### src/rtl/crypto_core_adapter.sv
// ============================================================================
// Module   : crypto_core_adapter
// Function : Serialises shadowed key/text into core load beats, starts the core,
//            waits for its done handshake with timeout, and captures the result.
// Revision : 1.0
// ============================================================================
`default_nettype none
`timescale 1ns/1ps

module crypto_core_adapter #(
    parameter int KEY_W        = 128,
    parameter int TEXT_W       = 128,
    parameter int BUS_W        = 64,
    parameter int TIMEOUT_W    = 16,
    parameter int CORE_RST_CYC = 4
) (
    input  logic                 clk,
    input  logic                 reset_n,
    input  logic                 start_i,
    input  logic                 mode_i,
    input  logic [KEY_W-1:0]     key_i,
    input  logic [TEXT_W-1:0]    text_i,
    input  logic [TIMEOUT_W-1:0] timeout_i,
    output logic                 ready_o,
    output logic                 busy_o,
    output logic                 done_o,
    output logic [TEXT_W-1:0]    cipher_o,
    output logic                 err_timeout_o,
    output logic                 trigger_o,
    output logic                 core_rst_o,
    output logic                 core_load_o,
    output logic [BUS_W-1:0]     core_key_o,
    output logic [BUS_W-1:0]     core_data_o,
    output logic                 core_start_o,
    output logic                 core_mode_o,
    input  logic [TEXT_W-1:0]    core_data_i,
    input  logic                 core_done_i
);

    localparam int c_MAX_W   = (KEY_W > TEXT_W) ? KEY_W : TEXT_W;
    localparam int c_BEATS   = c_MAX_W / BUS_W;
    localparam int c_PAD_W   = c_BEATS * BUS_W;
    localparam int c_BCNT_W  = (c_BEATS > 1) ? $clog2(c_BEATS) : 1;
    localparam int c_RCNT_W  = (CORE_RST_CYC > 1) ? $clog2(CORE_RST_CYC) : 1;
    localparam logic [c_BCNT_W-1:0] c_LAST_BEAT = c_BCNT_W'(c_BEATS - 1);
    localparam logic [c_RCNT_W-1:0] c_LAST_RST  = c_RCNT_W'(CORE_RST_CYC - 1);

    typedef enum logic [2:0] {
        S_RST_CORE = 3'd0,
        S_IDLE     = 3'd1,
        S_LOAD     = 3'd2,
        S_START    = 3'd3,
        S_WAIT_LO  = 3'd4,
        S_WAIT_HI  = 3'd5
    } state_t;

    state_t                r_state;
    logic                  r_start_q;
    logic [c_PAD_W-1:0]    r_key_sr;
    logic [c_PAD_W-1:0]    r_text_sr;
    logic                  r_mode;
    logic [c_BCNT_W-1:0]   r_beat_cnt;
    logic [c_RCNT_W-1:0]   r_rst_cnt;
    logic [TIMEOUT_W-1:0]  r_tmo_cnt;
    logic                  r_ready;
    logic                  r_busy;
    logic                  r_done;
    logic [TEXT_W-1:0]     r_cipher;
    logic                  r_err;
    logic                  r_trigger;
    logic                  r_core_rst;
    logic                  r_core_load;
    logic                  r_core_start;

    logic                  w_rise;
    logic [TIMEOUT_W-1:0]  w_tmo_next;
    logic                  w_timeout;

    assign w_rise     = start_i & ~r_start_q;
    assign w_tmo_next = r_tmo_cnt + TIMEOUT_W'(1);
    // Completion in WAIT_HI wins over a timeout landing in the same cycle.
    assign w_timeout  = ((r_state == S_WAIT_LO) || ((r_state == S_WAIT_HI) && !core_done_i))
                        && (timeout_i != '0) && (w_tmo_next == timeout_i);

    always_ff @(posedge clk or negedge reset_n) begin
        if (!reset_n) begin
            r_state      <= S_RST_CORE;
            r_start_q    <= 1'b0;
            r_key_sr     <= '0;
            r_text_sr    <= '0;
            r_mode       <= 1'b0;
            r_beat_cnt   <= '0;
            r_rst_cnt    <= '0;
            r_tmo_cnt    <= '0;
            r_ready      <= 1'b0;
            r_busy       <= 1'b0;
            r_done       <= 1'b0;
            r_cipher     <= '0;
            r_err        <= 1'b0;
            r_trigger    <= 1'b0;
            r_core_rst   <= 1'b1;
            r_core_load  <= 1'b0;
            r_core_start <= 1'b0;
        end else begin
            r_start_q <= start_i;
            if (w_timeout) begin
                r_err      <= 1'b1;
                r_trigger  <= 1'b0;
                r_busy     <= 1'b0;
                r_core_rst <= 1'b1;
                r_rst_cnt  <= '0;
                r_state    <= S_RST_CORE;
            end else begin
                case (r_state)
                    S_RST_CORE: begin
                        if (r_rst_cnt == c_LAST_RST) begin
                            r_rst_cnt  <= '0;
                            r_core_rst <= 1'b0;
                            r_ready    <= 1'b1;
                            r_state    <= S_IDLE;
                        end else begin
                            r_rst_cnt <= r_rst_cnt + c_RCNT_W'(1);
                        end
                    end
                    S_IDLE: begin
                        if (w_rise) begin
                            // The shift registers double as the shadow copy.
                            r_key_sr    <= c_PAD_W'(key_i);
                            r_text_sr   <= c_PAD_W'(text_i);
                            r_mode      <= mode_i;
                            r_done      <= 1'b0;
                            r_err       <= 1'b0;
                            r_ready     <= 1'b0;
                            r_busy      <= 1'b1;
                            r_core_load <= 1'b1;
                            r_beat_cnt  <= '0;
                            r_state     <= S_LOAD;
                        end
                    end
                    S_LOAD: begin
                        r_key_sr  <= r_key_sr >> BUS_W;
                        r_text_sr <= r_text_sr >> BUS_W;
                        if (r_beat_cnt == c_LAST_BEAT) begin
                            r_core_load  <= 1'b0;
                            r_core_start <= 1'b1;
                            r_trigger    <= 1'b1;
                            r_state      <= S_START;
                        end else begin
                            r_beat_cnt <= r_beat_cnt + c_BCNT_W'(1);
                        end
                    end
                    S_START: begin
                        r_core_start <= 1'b0;
                        r_tmo_cnt    <= '0;
                        r_state      <= S_WAIT_LO;
                    end
                    S_WAIT_LO: begin
                        r_tmo_cnt <= w_tmo_next;
                        if (!core_done_i) begin
                            r_state <= S_WAIT_HI;
                        end
                    end
                    S_WAIT_HI: begin
                        r_tmo_cnt <= w_tmo_next;
                        if (core_done_i) begin
                            r_cipher  <= core_data_i;
                            r_done    <= 1'b1;
                            r_trigger <= 1'b0;
                            r_busy    <= 1'b0;
                            r_ready   <= 1'b1;
                            r_state   <= S_IDLE;
                        end
                    end
                    default: begin
                        r_core_rst <= 1'b1;
                        r_rst_cnt  <= '0;
                        r_state    <= S_RST_CORE;
                    end
                endcase
            end
        end
    end

    assign ready_o       = r_ready;
    assign busy_o        = r_busy;
    assign done_o        = r_done;
    assign cipher_o      = r_cipher;
    assign err_timeout_o = r_err;
    assign trigger_o     = r_trigger;
    assign core_rst_o    = r_core_rst;
    assign core_load_o   = r_core_load;
    assign core_key_o    = r_key_sr[BUS_W-1:0];
    assign core_data_o   = r_text_sr[BUS_W-1:0];
    assign core_start_o  = r_core_start;
    assign core_mode_o   = r_mode;

endmodule

`default_nettype wire
### config.mk
export PLATFORM = sky130hd
export DESIGN_NAME = crypto_core_adapter
export DESIGN_NICKNAME = d
export VERILOG_FILES = /design/src/rtl/crypto_core_adapter.sv
export SDC_FILE = /design/constraint.sdc
export NUM_CORES = 1
export LEC_CHECK = 0
export ABC_AREA = 1
export CAP_MARGIN = 0
export CORE_AREA = 2 2 259 261
export DETAILED_ROUTE_END_ITERATION = 12
export DIE_AREA = 0 0 261 263
export DONT_BUFFER_PORTS = 1
export GPL_TIMING_DRIVEN = 0
export PLACE_DENSITY = 0.48
export SYNTH_ARGS = -nofsm -noshare
export SYNTH_HDL_FRONTEND = slang
export SYNTH_SLANG_ARGS = --single-unit
### constraint.sdc
create_clock -name clk -period 5.91 [get_ports clk]
set_input_delay 0.591 -clock clk [delete_from_list [all_inputs] [get_ports clk]]
set_output_delay 0.591 -clock clk [all_outputs]
set_load 0.005 [all_outputs]
Word level (Yosys, flattened, before mapping):

Cells that the tools add are included.

* register bits: 416
* input port bits: 405

* add/subtract/negate cells: 3
* multiplexer cells: 37
* equality and inequality tests: 17
* bitwise logic cells: 3
* reduce and logical (&&, ||, !) cells: 31

Operators by type and width (number)
* case mux 128 bit (2 select lines): 2
* 2-to-1 mux 128 bit: 2
* case mux 16 bit (2 select lines): 1
* 2-to-1 mux 3 bit: 6
* case mux 3 bit (6 select lines): 1
* AND reduction 3 bit: 6
* adder 16 x 1 -> 16 bit, second input constant: 1
* == test 16 bit: 1
* nonzero test 16 bit: 1
* inequality test 3 bit, second input constant: 5
* 2-to-1 mux 1 bit: 14
* case mux 1 bit (2 select lines): 7
* nonzero test 2 bit: 6
* AND reduction 5 bit: 2
* nonzero test 3 bit: 3
* inequality test 2 bit, second input constant: 4
* AND reduction 4 bit: 2
* == test 3 x 2 -> 1 bit, second input constant: 2
* == test 3 bit, second input constant: 2
* AND reduction 2 bit: 3
* OR reduction 5 bit: 1
* 2-to-1 mux 2 bit: 2
* case mux 2 bit (2 select lines): 1
* == test 3 x 1 -> 1 bit, second input constant: 1
* 12 further kinds: 15

Depth between registers and ports, before layout:

Gate-level depths: netlist of the first run.

* depth in word-level cells: 7
* mapped depth: 16

Worst setup path before layout of the first run:

Ideal clock, no wire load.

* path type: reg-to-reg
* start: register r_tmo_cnt[0]
* end: register r_tmo_cnt[0]
* cell stages (with the launch flop): 16
* required time: 5.793 ns
* slack: 4.020 ns
* data arrival time: 1.773 ns
* setup time: 0.117 ns
* period minus slack after synthesis: 1.890 ns
* cell sequence: dfrtp_1 -> ha_1 -> nand3_2 -> inv_2 -> nand2_1 -> nand2_1 -> nand2_1 -> nand2_1 -> nand3_1 -> nor2_1 -> nand2_1 -> nor2_4 -> nand2_4 -> buf_4 -> nand3_1 -> nand2_1

* cells in the longest elaborated chain, start to end: 5
* elaborated cells on any way between the ends: 6
* those cells by class: add/sub: 1; eq/ne: 1; mux: 1; bitwise: 1; reduce/logical: 2

RTL lines
* from (decl): RTL line 64 `logic [TIMEOUT_W-1:0] r_tmo_cnt;`
* from (signal assigned): RTL line 158 `r_tmo_cnt <= w_tmo_next;`
* from (signal assigned): RTL line 164 `r_tmo_cnt <= w_tmo_next;`
* adder 16 x 1 -> 16 bit (*): RTL line 80 `assign w_tmo_next = r_tmo_cnt + TIMEOUT_W'(1);`
* == test 16 bit: RTL line 83 `&& (timeout_i != '0) && (w_tmo_next == timeout_i);`
* logical AND 1 bit: RTL line 83
* inverter 1 bit (no source line)
* AND reduction 2 bit (no source line)

Mark *: on every way between the ends. The rest lies on a longest branch, timed or not.
A chain may end at the register's enable or synchronous reset.

Worst setup path after layout of the first run:

* start: register r_state[1]
* end: register r_text_sr[63]

* cells in the longest elaborated chain, start to end: 7
* elaborated cells on any way between the ends: 13
* those cells by class: eq/ne: 5; mux: 1; bitwise: 1; reduce/logical: 6

RTL lines
* from (decl): RTL line 57 `state_t r_state;`
* from (signal assigned): RTL line 87 `r_state <= S_RST_CORE;`
* from (signal assigned): RTL line 112 `r_state <= S_RST_CORE;`
* from (signal assigned): RTL line 120 `r_state <= S_IDLE;`
* == test 3 bit: RTL line 82 `assign w_timeout = ((r_state == S_WAIT_LO) || ((r_state == S_WAIT_HI) && !core_done_i))`
* logical AND 1 bit: RTL line 82
* logical OR 1 bit: RTL line 82
* logical AND 1 bit (2 in a row): RTL line 83
* inverter 1 bit (no source line)
* AND reduction 3 bit (no source line)
* to (signal assigned): RTL line 129 `r_text_sr <= c_PAD_W'(text_i);`
* to (signal assigned): RTL line 142 `r_text_sr <= r_text_sr >> BUS_W;`
* to (decl): RTL line 60 `logic [c_PAD_W-1:0] r_text_sr;`

Several ways; a longest one is shown, not always the timed one.

==> results by stage, run 1 <==
Logic synthesis:
- The mean area per synthesized cell is 8.50 um^2.
- Counting every net in the synthesized netlist gives 2568.
- The gate count after technology mapping is 2161.
- The synthesized flop and latch total is 416.
- Sequential elements use 56.6% of the synthesized area.
- The cell area that synthesis handed to floorplanning was 0.0184 mm^2.
- Counting flops with an async set or reset pin after synthesis yields a share of 100%.
- The number of enable flip-flop cells after synthesis is 0.
- The post-synthesis cell type count is 37.
- The most instantiated flip-flop cell in the synthesis netlist is sky130_fd_sc_hd__dfrtp_1.
- The count of warnings emitted by yosys is 0.
- Of all cell types, the one taking the most synthesized area is sky130_fd_sc_hd__dfrtp_1.
- Yosys attributes the largest share of cell area to sky130_fd_sc_hd__dfrtp_1, sky130_fd_sc_hd__nand2_1, sky130_fd_sc_hd__buf_4, sky130_fd_sc_hd__a31oi_1, sky130_fd_sc_hd__nor2_1.
- After synthesis, the largest area contributor takes up 56.5% of total cell area.

CTS:
- The clock-pin slew on the worst setup and hold paths is 60 ps.
- The clock root buffer is sky130_fd_sc_hd__clkbuf_16.
- The clock tree buffer depth is 3.
- The source-to-sink clock delay at the later pin of the worst-skew pair is 580 ps.
- TritonCTS built the clock tree.
- The number of gates resized after cts is 0.
- The CTS H-tree depth is 2.
- CTS saw 416 sinks.
- The total setup buffers inserted after CTS is 0.
- The number of clock buffers inserted by TritonCTS is 47.

Timing:
- The tightest slew margin relative to the limit is -89.5%.
- Based on the critical path, the design can be clocked at up to 345 MHz.
- The hold violation count in the final report came to 79.
- The clock period could shrink to 2900 ps.
- The max-slew violation count was 313.
- At the pin with the least slew margin, the transition time is 2840 ps.
- The count of final setup violators is 0.
- Summed over all failing endpoints, the final setup total negative slack is 0 ps.
- The share of the cycle needed by the critical path after routing is 49.1%.
- Setup repair after global routing left no endpoint under its margin.
- The largest clock skew in the final design is 20.2 ps.
- Hold timing on the final database bottoms out at a slack of -295 ps.

Route:
- The post-route DRC violation count is 0.
- The residual antenna-violating net count after detailed routing is 0.
- The pre-antenna-repair detailed-routing pass consisted of 5 iterations.
- The total via count in the routed design is 14600.
- The total wire length after detailed routing is 66600 um.
- The detailed router finished its first iteration with 1002 violations.
- The via-per-instance ratio is 4.68.
- Dividing the detail-routed wire length by the instance count gives 21.4 um.

Setup path:
- The critical path capture point type is a flop.
- The largest single stage delay on the critical path is 710 ps.
- The critical path goes through inv_1 -> nor2_1 -> nand2_1 -> inv_1 -> clkbuf_1 -> clkbuf_1 -> nand2_1 -> a31oi_1.
- The slowest library cell on the worst path is sky130_fd_sc_hd__clkbuf_1.
- The peak fanout along the critical path is 10.
- The required arrival time at the worst endpoint is 6390 ps.
- The startpoint type of the worst setup path is a flop.
- The kind of critical path is reg2reg.
- STA puts the critical path data arrival time at 3380 ps.
- The number of buffers and inverters on the critical path is 4.
- The kind of cell with the highest combined delay along the critical path is buffers and inverters.

Run status:
- The run finished, with violations left.
- The checks that failed: hold timing, slew limit.

GRT:
- The initial antenna violation count is 13.
- The number of global-route vias before repair was 15000.
- The combined global-route utilization of all metal layers is 19.0%.
- Entering global routing, the biggest net connects 417 pins.
- The first global-routing pass estimated 97700 um of wire.
- The total overflow left after global routing is 0.

Power and ir drop:
- The maximum vdd drop is 0.000223 V.
- The standby leakage power is 0.0105 uW.
- The power per unit of standard cell area is 602 mW/mm^2.
- Overall power consumption after layout is estimated at 12700 uW.

Final layout:
- The filler cells instantiated in the layout total 6962.
- The number of nets in the final layout is 2617.
- Of the cells placed in the final design, the portion with a size suffix greater than 1 is 11.9%.
- The finished layout cell area is 0.0210 mm^2.
- From synthesis to final layout, the design area changed by 14.3%.

Floorplan:
- The core area is 0.0656 mm^2.
- For this configuration, the core starts out at a cell density of 28.0%.
- In this run the horizontal extent of the chip is 261 um.
- The die covers 0.0686 mm^2.
- Measured along the y axis, the die boundary spans 263 um.
- The placement row count is 94.
- The number of top-level pins is 670.

Run:
- The reported max-cap violation count is 0.

Min path:
- The worst min-delay path class is in2async.

Placed design:
- The instance area at placement is 0.0195 mm^2.
- In this run the tool buffered the top-level ports with 0 buffer cells.
- Once detailed placement completed, the half-perimeter wirelength came to 51500 um.
- The final estimated routing congestion in global placement is 0.919.
-- area by class of cell --
class / count / area, um^2 / area share (%)
Inverter: 60 / 225 / 1.07
Tap cell: 864 / 1080 / 5.15
Clock buffer: 74 / 1440 / 6.86
Clock inverter: 8 / 77.6 / 0.369
Multi-Input combinational cell: 1446 / 6300 / 30.0
Sequential cell: 416 / 10400 / 49.6
Buffer: 239 / 1440 / 6.87
Antenna cell: 10 / 25.0 / 0.119
-- kinds of logic (layout without fill, tap and decap cells) --
kind of cell	count (synthesis)	count (layout)	share of synthesized area [%]
adders and majority gates	2	2	0.136
buffers and inverters	299	381	9.08
AOI/OAI and AO/OA	186	186	7.14
DFF	416	416	56.6
xor gates and xnor gates	2	2	0.170
other	0	10	0
and+or+nand+nor	1256	1256	26.8
-- final timing paths --
path | cells after the start | to | start | slack, ps
setup / recovery | 8 | r_text_sr[63]$_DFFE_PN0P_ | r_state[1]$_DFFE_PN0P_ | 3010
max in group asynchronous | 0 | r_text_sr[58]$_DFFE_PN0P_ | reset_n | 3950
min in group clk | 0 | r_start_q$_DFF_PN0_ | start_i | 50
hold reg to reg | 2 | r_key_sr[69]$_DFFE_PN0P_ | r_key_sr[69]$_DFFE_PN0P_ | 480
setup reg to reg | 8 | r_text_sr[63]$_DFFE_PN0P_ | r_state[1]$_DFFE_PN0P_ | 3010
hold / removal | 0 | cipher_o[6]$_DFFE_PN0P_ | reset_n | -290
-- cells in the mapped netlist (6+ instances only) --
cell type	count
sky130_fd_sc_hd__inv_1	55
sky130_fd_sc_hd__nor2_2	6
sky130_fd_sc_hd__a31oi_1	83
sky130_fd_sc_hd__nand2_2	9
sky130_fd_sc_hd__a22o_1	30
sky130_fd_sc_hd__o21ai_2	7
sky130_fd_sc_hd__a22oi_1	47
sky130_fd_sc_hd__nand2_1	1060
sky130_fd_sc_hd__buf_1	17
sky130_fd_sc_hd__nand4_1	12
sky130_fd_sc_hd__nand3_1	52
sky130_fd_sc_hd__dfrtp_1	415
sky130_fd_sc_hd__nor2_1	105
sky130_fd_sc_hd__o21ai_0	9
sky130_fd_sc_hd__buf_4	129
sky130_fd_sc_hd__clkbuf_1	63
sky130_fd_sc_hd__buf_2	28
-- worst register-to-register path, stage by stage (launching register included) --
cell                       delay (ps)
sky130_fd_sc_hd__dfrtp_1          390
sky130_fd_sc_hd__inv_1            120
sky130_fd_sc_hd__nor2_1           130
sky130_fd_sc_hd__nand2_1          170
sky130_fd_sc_hd__inv_1            150
sky130_fd_sc_hd__clkbuf_1         710
sky130_fd_sc_hd__clkbuf_1         670
sky130_fd_sc_hd__nand2_1          250
sky130_fd_sc_hd__a31oi_1          230
-- layer usage --
| metal | up-vias | part of all wire (%) | GRT usage (%) |
|---|---|---|---|
| met5 | - | 0 | 0 |
| met4 | 0 | 3.7 | 7.72 |
| met3 | 113 | 7.9 | 5.32 |
| met2 | 585 | 51 | 33.1 |
| met1 | 7032 | 38 | 21.7 |
| li1 | 6851 | - | - |
-- power breakdown --
part           switching, uW  internal [uW]  total (uW)
registers                977           4200        5180
logic                   2790           1780        4570
clock network           1190           1710        2900
total                   4960           7690       12700
-- flip-flops by register name (all words and copies together), names as in the netlist, 2 cells and up --
signal	cells
r_tmo_cnt	16
r_rst_cnt	2
r_state	3
r_key_sr	128
cipher_o	128
r_text_sr	128
-- cell usage in the layout (no fill, tap or decap), drive strengths merged --
cell type     n
a22o         30
buf         176
diode        10
bufinv        1
clkbuf      137
a211oi        1
ha            2
nor2        115
dfrtp       415
o2111ai       1
nand3        56
dfstp         1
nand2      1071
nand4        12
a21oi         1
o211ai        2
o21bai        3
xnor3         1
o21a          1
nor3          1
xor2          1
inv          60
clkinv        5
o21ai        17
a22oi        47
or2           1
a31oi        83
clkinvlp      2
-- metrics by stage --
step           hold WS [ps]  utilization, %  cells  setup slack (ps)
2_1_floorplan           295               -   2161              4020
3_3_place_gp            305            29.7   3025              2910
6_report               -295            32.0   3117              3010
5_1_grt                -327            32.0   3117              2680
3_5_place_dp            303            29.7   3025              2850
4_1_cts                -334            32.0   3107              2820
No activity file was read; power rests on OpenSTA's default activity.
==> run 2, diff against run 1 <==
Settings changed: PLACE_DENSITY 0.48 to 0.5.
Clock period 5.91 ns to 2.5 ns, I/O delays scaled along.
==> results by stage, run 2 (synthesized netlist as in run 1, its figures left out) <==
Setup path:
- The worst register-to-register path has a depth of 13.
- The worst register-to-register path has a setup slack of 180 ps.
- At the worst endpoint, the required time is 2960 ps.
- In this run the critical register-to-register path is launched from r_tmo_cnt[0]$_DFFE_PN0P_.
- The kind of critical path is reg2reg.
- The critical path capture point type is a flop.
- STA puts the critical path data arrival time at 2780 ps.
- STA classifies the critical path startpoint as a flop.
- Of all nets on the critical path, the largest fanout is 10.
- The worst flop-to-flop path endpoint is r_tmo_cnt[8]$_DFFE_PN0P_.

GRT:
- The first-pass GRT wire length is 103000 um.
- After global routing the overflow that remains totals 0.
- The pin count of the biggest net entering global routing is 417.
- The number of global-route vias before repair is 17300.
- The initial antenna violation count is 8.
- Global routing used 19.7% of the available tracks across all layers.

Placed design:
- After legalization and detailed placement, the total HPWL measured 50700 um.
- In this run, placement finished with an instance count of 3025.
- The count of buffers added on input and output ports is 0.
- The final estimated routing congestion in global placement is 0.920.

Timing:
- The hold violation count in the final report was 416.
- For the pin with the worst max-slew slack, the measured transition is 1760 ps.
- Between clock sinks in the finished design, the worst skew comes to 35.5 ps.
- The fmax is 431 MHz.
- The hold slack is -649 ps.
- The max-slew violation count is 113.
- The tightest slew margin relative to the limit is -17.3%.
- Summed over all failing endpoints, the final setup total negative slack is 0 ps.
- In the finished design, the share of the clock period the worst path needs comes to 92.8%.
- Setup violations remaining at the end of the flow were counted as 0.
- Subtracting the final worst setup slack from the clock period gives 2320 ps.

Floorplan:
- For this configuration, the core starts out at a cell density of 28.0%.
- The initialized floorplan defines 94 standard-cell rows.
- The y dimension of the die is 263 um.
- Measured along the x axis, the die boundary spans 261 um.
- The core region is 0.0656 mm^2.
- The die covers 0.0686 mm^2.
- The number of top-level pins is 670.

Run:
- Across the run, the number of max-cap violations was 0.

Min path:
- The min-delay analysis places its worst path in the category in2async.

Final layout:
- The count of placed standard cells in the final layout, fillers left out is 3512.
- The library cells used most frequently in the layout, excluding fill and tap cells, are sky130_fd_sc_hd__nand2_1, sky130_fd_sc_hd__dfrtp_1, sky130_fd_sc_hd__dlygate4sd3_1.
- In the final layout, the multi-input gates occupy 0.00631 mm^2.
- The library cell used most frequently in the layout, excluding fill and tap cells, is sky130_fd_sc_hd__nand2_1.
- The number of nets in the final layout is 3006.
- The share of layout cells above drive strength 1 is 11.9%.
- Relative to the synthesized area, the layout overhead comes to 36.5%.
- Fill cells in the final layout number 6607.
- The footprint of the flip-flops and latches is 0.0104 mm^2.

CTS:
- At the later pin of the worst-skew pair, clock insertion delay measures 600 ps.
- Buffers inserted during clock tree synthesis total 50.
- No sink is reached through more buffers than the 3 on the longest clock path.
- The number of buffers inserted for hold repair after clock tree synthesis is 386.
- The CTS H-tree depth is 2.
- The count of clock tree sinks is 416.
- The TritonCTS clock tree is built.
- Clock-pin slew was measured on the worst setup and hold paths at 60 ps.
- CTS placed an instance of sky130_fd_sc_hd__clkbuf_16 at the clock tree root.

Power and ir drop:
- The power per unit of standard cell area is 1250 mW/mm^2.
- The standby leakage power is 0.0123 uW.
- The worst-case IR drop observed on VDD is 0.000602 V.
- The overall power of the completed layout is 31300 uW.

Route:
- The via-per-instance ratio is 4.66.
- The residual antenna-violating net count after detailed routing is 0.
- For this run, the detailed router's first-pass iteration total came to 7.
- The detailed router finished its first iteration with 1129 violations.
- The detail-routed net length per standard cell is 19.7 um.
- The total via count in the routed design is 16400.
- The total wire length after detailed routing is 69200 um.
- For this run, design rule violations remaining after detail routing come to 0.

Run status:
- The run finished, with violations left.
- The checks that failed: hold timing, slew limit.
## run 2: changes by cell type in the layout (fill, tap and decap cells not counted), sizes merged
cell / previous run / this run
bufinv: 1 / 4
clkinv: 5 / 10
inv: 60 / 64
clkinvlp: 2 / 3
clkbuf: 137 / 140
buf: 176 / 171
diode: 10 / 8
dlygate4sd3: 0 / 386
## run 2: worst max-delay path by stage
stage	startpoint	to	slack (ps)	cells after the start
finish	r_tmo_cnt[0]$_DFFE_PN0P_	r_tmo_cnt[8]$_DFFE_PN0P_	180	13
global route	r_tmo_cnt[0]$_DFFE_PN0P_	r_tmo_cnt[8]$_DFFE_PN0P_	-5	13
CTS	r_state[1]$_DFFE_PN0P_	r_text_sr[48]$_DFFE_PN0P_	20	10
detailed placement	r_state[1]$_DFFE_PN0P_	r_key_sr[53]$_DFFE_PN0P_	-390	8
global placement	r_state[1]$_DFFE_PN0P_	r_key_sr[19]$_DFFE_PN0P_	-420	10
floorplan	r_tmo_cnt[0]$_DFFE_PN0P_	r_tmo_cnt[0]$_DFFE_PN0P_	610	15
## run 2: where the power goes
part | leakage, uW | internal [uW] | switching [uW]
clock | 0.000802 | 4350 | 3010
combinational | 0.00642 | 4760 | 6900
sequential | 0.00509 | 9940 | 2390
total | 0.0123 | 19000 | 12300
## run 2: stage by stage
step	worst slack (ps)	cell area [um^2]	util, %
global placement	-417	19500	29.7
detailed placement	-386	19500	29.7
finish	179	25100	38.2
floorplan	610	18400	-
global route	-5.44	25100	38.2
CTS	18.0	25000	38.1
## run 2: worst max-delay path: stages, from the launching register on
cell                       delay [ps]
sky130_fd_sc_hd__dfrtp_2          460
sky130_fd_sc_hd__ha_1             240
sky130_fd_sc_hd__nand3_2          160
sky130_fd_sc_hd__o21bai_1         280
sky130_fd_sc_hd__nand2_1           80
sky130_fd_sc_hd__nand2_1           90
sky130_fd_sc_hd__nand3_1           90
sky130_fd_sc_hd__nor2_1           110
sky130_fd_sc_hd__nand2_1          100
sky130_fd_sc_hd__nor2_4           110
sky130_fd_sc_hd__nand2_4           90
sky130_fd_sc_hd__buf_4            200
sky130_fd_sc_hd__nand3_1          120
sky130_fd_sc_hd__nand2_1           70
## run 2: layout make-up
cell class,instances,area share [%]
sequential,416,41.5
multi-input combinational,1446,25.2
timing repair buffer,387,15.4
buffer,238,6.00
clock buffer,72,5.60
tap,864,4.31
clock inverter,21,1.01
inverter,60,0.898
antenna,8,0.0798
## run 2: routing by layer
layer / part of all wire, % / vias to the layer above / global-route usage, %
li1: - / 7628 / -
met1: 38 / 7859 / 22.1
met2: 49 / 696 / 34.1
met3: 7.1 / 174 / 4.93
met4: 5.4 / 0 / 10.3
met5: 0 / - / 0
## run 2: repair_timing
item / CTS / global route
pin swaps: 1 / 0
buffers inserted: 1 / 0
resized for setup: 21 / 42
endpoints found under the hold margin: 802 / 416
setup endpoints to repair: 236 / 265
gates cloned: 0 / 0
